## src/rtl/sa_hsync_pkg.sv

```systemverilog
// Shared types and constants for the two-phase handshake source block.
package sa_hsync_pkg;

  typedef enum logic {
    IDLE = 1'b0,
    BUSY = 1'b1
  } state_e;

  localparam int SYNC_DEPTH = 3;

endpackage

```

## src/rtl/sa_hsync_tx_if.sv

```systemverilog
// Producer handshake plus far-domain request/acknowledge bundle.
// master is the sending block; slave is whatever drives the producer side and returns the ack.
interface sa_hsync_tx_if #(
  parameter int WIDTH = 32
);

  logic             src_pvld;
  logic             src_prdy;
  logic [WIDTH-1:0] src_pd;
  logic             req_tgl;
  logic [WIDTH-1:0] req_pd;
  logic             ack_tgl;

  modport master (
    input  src_pvld,
    input  src_pd,
    input  ack_tgl,
    output src_prdy,
    output req_tgl,
    output req_pd
  );

  modport slave (
    output src_pvld,
    output src_pd,
    output ack_tgl,
    input  src_prdy,
    input  req_tgl,
    input  req_pd
  );

endinterface

```

## src/rtl/sa_sync3_bit.sv

```systemverilog
// Single-bit multi-flop synchronizer for a signal arriving from another clock domain.
module sa_sync3_bit
  import sa_hsync_pkg::*;
(
  input  logic clk,
  input  logic reset_,
  input  logic d,
  output logic q
);

  logic [SYNC_DEPTH-1:0] sync_r;

  // Shift the asynchronous input through the synchronizer chain.
  always_ff @(posedge clk or negedge reset_) begin
    if (!reset_) begin
      sync_r <= {SYNC_DEPTH{1'b0}};
    end else begin
      sync_r <= {sync_r[SYNC_DEPTH-2:0], d};
    end
  end

  assign q = sync_r[SYNC_DEPTH-1];

endmodule

```

## src/rtl/sa_hsync_tx.sv

```systemverilog
// Source side of a toggle request/acknowledge crossing with a one-entry skid buffer,
// so the producer can hand over the next beat while the current one is in flight.
module sa_hsync_tx
  import sa_hsync_pkg::*;
#(
  parameter int WIDTH = 32,
  parameter int CNT_W = 16
) (
  input  logic             clk,
  input  logic             reset_,
  sa_hsync_tx_if.master    bus,
  output logic             busy,
  output logic [CNT_W-1:0] tx_cnt
);

  state_e           state_r;
  logic             req_tgl_r;
  logic [WIDTH-1:0] req_pd_r;
  logic             buf_vld_r;
  logic [WIDTH-1:0] buf_pd_r;
  logic [CNT_W-1:0] tx_cnt_r;

  logic ack_s;
  logic accept_s;
  logic done_s;

  sa_sync3_bit u_ack_sync (
    .clk    (clk),
    .reset_ (reset_),
    .d      (bus.ack_tgl),
    .q      (ack_s)
  );

  // Ready follows skid occupancy only, never the producer's valid.
  assign bus.src_prdy = ~buf_vld_r;
  assign accept_s     = bus.src_pvld & ~buf_vld_r;
  assign done_s       = (state_r == BUSY) & (ack_s == req_tgl_r);

  assign bus.req_tgl  = req_tgl_r;
  assign bus.req_pd   = req_pd_r;
  assign busy         = (state_r == BUSY);
  assign tx_cnt       = tx_cnt_r;

  // Launch/retire FSM together with the skid buffer and retired-beat counter.
  always_ff @(posedge clk or negedge reset_) begin
    if (!reset_) begin
      state_r   <= IDLE;
      req_tgl_r <= 1'b0;
      req_pd_r  <= {WIDTH{1'b0}};
      buf_vld_r <= 1'b0;
      buf_pd_r  <= {WIDTH{1'b0}};
      tx_cnt_r  <= {CNT_W{1'b0}};
    end else begin
      case (state_r)
        IDLE: begin
          if (accept_s) begin
            req_pd_r  <= bus.src_pd;
            req_tgl_r <= ~req_tgl_r;
            state_r   <= BUSY;
          end
        end
        BUSY: begin
          if (done_s) begin
            tx_cnt_r <= tx_cnt_r + CNT_W'(1);
            // A buffered beat is older than anything on src_pd, so it goes first.
            if (buf_vld_r) begin
              req_pd_r  <= buf_pd_r;
              req_tgl_r <= ~req_tgl_r;
              buf_vld_r <= 1'b0;
            end else if (accept_s) begin
              req_pd_r  <= bus.src_pd;
              req_tgl_r <= ~req_tgl_r;
            end else begin
              state_r <= IDLE;
            end
          end else if (accept_s) begin
            buf_pd_r  <= bus.src_pd;
            buf_vld_r <= 1'b1;
          end
        end
        default: begin
          state_r <= IDLE;
        end
      endcase
    end
  end

endmodule

```

## src/flat_wrapper.sv

```systemverilog
// flat-port wrapper written by rule: the top's interface ports become plain ports
module sa_hsync_tx_flat import sa_hsync_pkg::*;
#(
  parameter int WIDTH = 32,
  parameter int CNT_W = 16
)
  (clk, reset_, busy, tx_cnt, bus_src_pvld, bus_src_pd, bus_ack_tgl, bus_src_prdy, bus_req_tgl, bus_req_pd);
  sa_hsync_tx_if #(.WIDTH(WIDTH)) bus_i ();
  input  logic clk;
  input  logic reset_;
  output logic busy;
  output logic [CNT_W-1:0] tx_cnt;
  input wire logic [$bits(bus_i.src_pvld)-1:0] bus_src_pvld;
  input wire logic [$bits(bus_i.src_pd)-1:0] bus_src_pd;
  input wire logic [$bits(bus_i.ack_tgl)-1:0] bus_ack_tgl;
  output wire logic [$bits(bus_i.src_prdy)-1:0] bus_src_prdy;
  output wire logic [$bits(bus_i.req_tgl)-1:0] bus_req_tgl;
  output wire logic [$bits(bus_i.req_pd)-1:0] bus_req_pd;
  assign bus_i.src_pvld = bus_src_pvld;
  assign bus_i.src_pd = bus_src_pd;
  assign bus_i.ack_tgl = bus_ack_tgl;
  assign bus_src_prdy = bus_i.src_prdy;
  assign bus_req_tgl = bus_i.req_tgl;
  assign bus_req_pd = bus_i.req_pd;
  sa_hsync_tx #(.WIDTH(WIDTH), .CNT_W(CNT_W)) u_core (.clk(clk), .reset_(reset_), .bus(bus_i), .busy(busy), .tx_cnt(tx_cnt));
endmodule
```

## config.mk

```make
export PLATFORM = sky130hd
export DESIGN_NAME = sa_hsync_tx_flat
export DESIGN_NICKNAME = d
export VERILOG_FILES = /design/src/rtl/sa_hsync_pkg.sv /design/src/rtl/sa_hsync_tx_if.sv /design/src/rtl/sa_sync3_bit.sv /design/src/rtl/sa_hsync_tx.sv /design/src/flat_wrapper.sv
export SDC_FILE = /design/constraint.sdc
export NUM_CORES = 1
export LEC_CHECK = 0
export CORE_ASPECT_RATIO = 0.8
export CORE_MARGIN = 2
export CORE_UTILIZATION = 44
export DETAILED_ROUTE_END_ITERATION = 7
export MAX_ROUTING_LAYER = met4
export PLACE_DENSITY = 0.82
export SYNTH_ARGS = -nofsm -noshare
export SYNTH_HDL_FRONTEND = slang
export SYNTH_HIERARCHICAL = 1
export SYNTH_SLANG_ARGS = --single-unit
```

## constraint.sdc

```tcl
create_clock -name clk -period 1.6 [get_ports clk]
set_input_delay 0.32 -clock clk [delete_from_list [all_inputs] [get_ports clk]]
set_output_delay 0.32 -clock clk [all_outputs]
set_load 0.02 [all_outputs]
```

==> qor_table.md <==
| Item | Value | Unit |
|---|---|---|
| Average vias per placed instance | 5.15 | - |
| Required time of the critical path | 1.84 | ns |
| Total of max-cap violations | 0 | - |
| Layer with the highest usage after global routing | met2 | - |
| Aggregate global routing overflow | 0 | - |
| Via total after detailed routing | 2559 | - |
| Upper clock frequency limit | 652 | MHz |
| Maximum level of the CTS H-tree | 3 | - |
| Run status | finished, final reports clean | - |
| Switching Share | 39.2 | % |
| Global routing usage on met1 | 24.9 | % |
| Overall power of the completed layout | 9.55 | mW |
| Total count of max-transition violations in the final report | 0 | - |
| Initial Utilization | 46.0 | % |
| Final cell utilization of the core | 62.7 | % |
| Critical Path End Type | flip-flop | - |
| Number of standard cells after synthesis | 287 | - |
| TritonRoute pass-1 iters | 4 | - |
| Maximum clock skew at final layout | 0.00876 | ns |
| Clock root cell | sky130_fd_sc_hd__clkbuf_8 | - |
| Final number of hold-violating endpoints | 0 | - |
| Antenna diodes | 0 | - |
| Most area-consuming cells after synthesis | sky130_fd_sc_hd__dfrtp_1 62%, sky130_fd_sc_hd__mux2_2 10%, sky130_fd_sc_hd__o22ai_1 5.8% | - |
| Synthesis-to-finish area growth | 36.3 | % |
| Sum of negative setup slack | 0 | ns |
| Vias in the first global route | 2462 | - |
| Maximum fanout encountered on the critical timing path | 16 | - |
| Residual DRC | 0 | - |
| Number of DRC violations after detailed-routing iteration 0 | 87 | - |
| CTS tree | yes | - |
| Die ar. | 8610 | µm² |
| Final setup violation count | 0 | - |
| Number of fillers in the final layout | 642 | - |
| Largest voltage drop on the vdd net | 1050 | µV |
| Post-synthesis instance area | 3470 | µm² |
| Part of the total power dissipated in combinational logic | 44.5 | % |
| Clk_lat worst skew | 0.35 | ns |
| Proportion of synthesized flip-flops having asynchronous set or reset | 100 | % |
| Cell type with the largest total area after synthesis | sky130_fd_sc_hd__dfrtp_1 | - |
| CTS Buf Count | 9 | - |
| First-pass GRT wire length | 12100 | µm |
| Classification of the worst-slack hold path | reg -> reg | - |
| Post-route minimum period | 1.53 | ns |
| Tcrit/Tclk final | 95.8 | % |
| Core area | 7530 | µm² |
| Leakage | 2.09 | nW |
| Yosys warns | 6 | - |
| Internal power | 5.81 | mW |
| Number of flops mapped to enable cells by yosys | 0 | - |
| Critical path startpoint category | flip-flop | - |
| Crit Path Class | reg -> reg | - |
| Clock group share of total power | 16.3 | % |
| Final wirelength | 7670 | µm |
| Number of buffers added on ports | 86 | - |
| Maximum buffer depth of the clock tree | 2 | - |
| I/O pin total | 87 | - |
| Seq pwr share | 39.2 | % |
| Post-synthesis sequential area ratio | 62.1 | % |
| Number of clock sinks | 86 | - |
| Detailed Place HPWL | 4920 | µm |
| Final weighted congestion in routability-driven placement | 0.831 | - |
| Number of rows in the core area | 28 | - |
| Top-area cell type share of the netlist area | 62.1 | % |
| Seq cells post-synth | 86 | - |
| Pwr per Cell Area | 2020 | nW/µm² |
| Die X-Extent | 103 | µm |
| Worst slew pin tran | 0.443 | ns |
| Mean cell area of the mapped netlist | 12.1 | µm² |
| GRT Total Usage | 18.3 | % |
| Switching power of the nets | 3.74 | mW |
| Total Nets Final | 424 | - |
| Slew Limit Headroom | 70.5 | % |
| Unrepaired setup endpoints after global routing | yes | - |
| Number of nets with antenna violations after detailed routing | 0 | - |
| Maximum number of pins on one net before global-route repair | 87 | - |
| Antenna violations before repair | 0 | - |
| Synthesized Nets | 324 | - |
| Count of distinct cell types in the synthesized netlist | 26 | - |
| Dominant register cell in the synthesized netlist | sky130_fd_sc_hd__dfrtp_1 | - |
| Routed WL per cell | 15.4 | µm |
| Fraction of final layout cells sized beyond drive strength 1 | 19.4 | % |
| Die H | 83.4 | µm |
| Endpoint arrival time on the critical path | 1.77 | ns |
| CTS clock-pin slew for the worst setup and hold paths | 0.09 | ns |
| Met3 usage | 5.64 | % |
| Met2 Usage GRT | 27.3 | % |
sequential cells by signal (all words and copies together), names as in the netlist:
name and count:
u_core/buf_vld_r 1, u_core/tx_cnt 16, u_core/buf_pd_r 32, u_core/u_ack_sync/sync_r 3, u_core/busy 1, u_core/bus.req_pd 32
u_core/bus.req_tgl 1
area by class of cell:
class / count / area, µm² / area share [%]
Timing Repair Buffer: 106 / 993 / 21.0
Inverter: 1 / 3.75 / 0.0794
Clock buffer: 9 / 124 / 2.62
Tap cell: 105 / 131 / 2.78
Multi-Input combinational cell: 183 / 1240 / 26.2
Clock inverter: 7 / 80.1 / 1.69
Sequential cell: 86 / 2150 / 45.6
critical path, stage by stage (launching register included):
cell and delay, ns:
sky130_fd_sc_hd__dfrtp_2 0.46, sky130_fd_sc_hd__xnor2_2 0.18, sky130_fd_sc_hd__nor3_4 0.14, sky130_fd_sc_hd__buf_4 0.15
sky130_fd_sc_hd__buf_12 0.15, sky130_fd_sc_hd__mux2_2 0.34
worst paths after layout:
| check | cells past startpoint | from | slack, ns | endpoint |
|---|---|---|---|---|
| max in group asynchronous | 3 | reset_ | 0.70 | u_core/busy$_DFF_PN0_ |
| hold / removal | 0 | u_core/u_ack_sync/sync_r[1]$_DFF_PN0_ | 0.36 | u_core/u_ack_sync/sync_r[2]$_DFF_PN0_ |
| hold reg to reg | 0 | u_core/u_ack_sync/sync_r[1]$_DFF_PN0_ | 0.36 | u_core/u_ack_sync/sync_r[2]$_DFF_PN0_ |
| min in group asynchronous | 3 | reset_ | 0.55 | u_core/tx_cnt[5]$_DFFE_PN0P_ |
| setup / recovery | 5 | u_core/bus.req_tgl$_DFFE_PN0P_ | 0.07 | u_core/buf_pd_r[31]$_DFFE_PN0P_ |
| setup reg to reg | 5 | u_core/bus.req_tgl$_DFFE_PN0P_ | 0.07 | u_core/buf_pd_r[31]$_DFFE_PN0P_ |
repair_timing:
item / in CTS / in global routing
resized for setup: 51 / 2
hold buffers: 1 / 0
endpoints found under the setup margin: 51 / 35
hold endpoints to repair: 5 / 0
setup buffers: 0 / 3
gates cloned: 0 / 2
pin swaps: 0 / 2
metrics by stage:
step | instance area (µm²) | hold WS [ns] | setup slack, ns | instances
CTS | 4660 | 0.361 | 0.00575 | 492
global placement | 4510 | 0.335 | -0.184 | 475
finish | 4730 | 0.362 | 0.0665 | 497
floorplan | 3470 | 0.0244 | 0.00214 | 287
detailed placement | 4510 | 0.340 | -0.209 | 475
global route | 4730 | 0.373 | -0.0233 | 497
power by group through the flow:
stage                     clock network, mW  logic (mW)  registers (mW)
after floorplan                           0        2.14            4.31
after global placement                    0        4.42            3.75
after detailed placement                  0        4.52            3.80
after CTS                              1.61        4.16            3.74
after global routing                   1.69        4.63            3.86
final                                  1.56        4.25            3.74
kinds of logic (layout without fill, tap and decap cells):
family | Yosys count | in the layout | share of synthesized area (%)
AND/OR/NAND/NOR | 65 | 65 | 8.70
multiplexers | 33 | 33 | 10.7
flip-flops | 86 | 86 | 62.1
XOR/XNOR | 18 | 18 | 4.76
adder cells (fa/ha/maj) | 1 | 1 | 0.361
AO/OA/AOI/OAI | 66 | 66 | 11.0
buffers and inverters | 18 | 123 | 2.42
metal layers:
| metal | up-vias | wire (µm) | share of wire (%) |
|---|---|---|---|
| met3 | 11 | 397 | 5.2 |
| met4 | 0 | 63 | 0.82 |
| met2 | 75 | 3580 | 47 |
| met1 | 1253 | 3620 | 47 |
| li1 | 1220 | - | - |
| met5 | - | 0 | 0 |
cells in the final DEF, fill, tap and decap left out, types with 10 or more instances in the layout:
master / instances
sky130_fd_sc_hd__mux2_2: 31
sky130_fd_sc_hd__clkdlybuf4s50_1: 34
sky130_fd_sc_hd__nand2_1: 12
sky130_fd_sc_hd__a21oi_1: 32
sky130_fd_sc_hd__dfrtp_1: 84
sky130_fd_sc_hd__o22ai_1: 32
sky130_fd_sc_hd__dlygate4sd2_1: 51
sky130_fd_sc_hd__xnor2_1: 10
sky130_fd_sc_hd__buf_4: 16
sky130_fd_sc_hd__nor2_1: 36
cells in the mapped netlist (2+ instances only):
cell type                  count
sky130_fd_sc_hd__dfrtp_1      86
sky130_fd_sc_hd__buf_4         3
sky130_fd_sc_hd__a21oi_1      32
sky130_fd_sc_hd__clkbuf_1     10
sky130_fd_sc_hd__xor2_1        6
sky130_fd_sc_hd__nand4_1       2
sky130_fd_sc_hd__mux2_2       31
sky130_fd_sc_hd__nand3_1       7
sky130_fd_sc_hd__nand2_1      12
sky130_fd_sc_hd__xnor2_1      11
sky130_fd_sc_hd__mux2_1        2
sky130_fd_sc_hd__nor4_2        2
sky130_fd_sc_hd__o22ai_1      32
sky130_fd_sc_hd__nor2_1       36
sky130_fd_sc_hd__buf_2         4
Note: power is estimated with default switching activity, not from simulation.
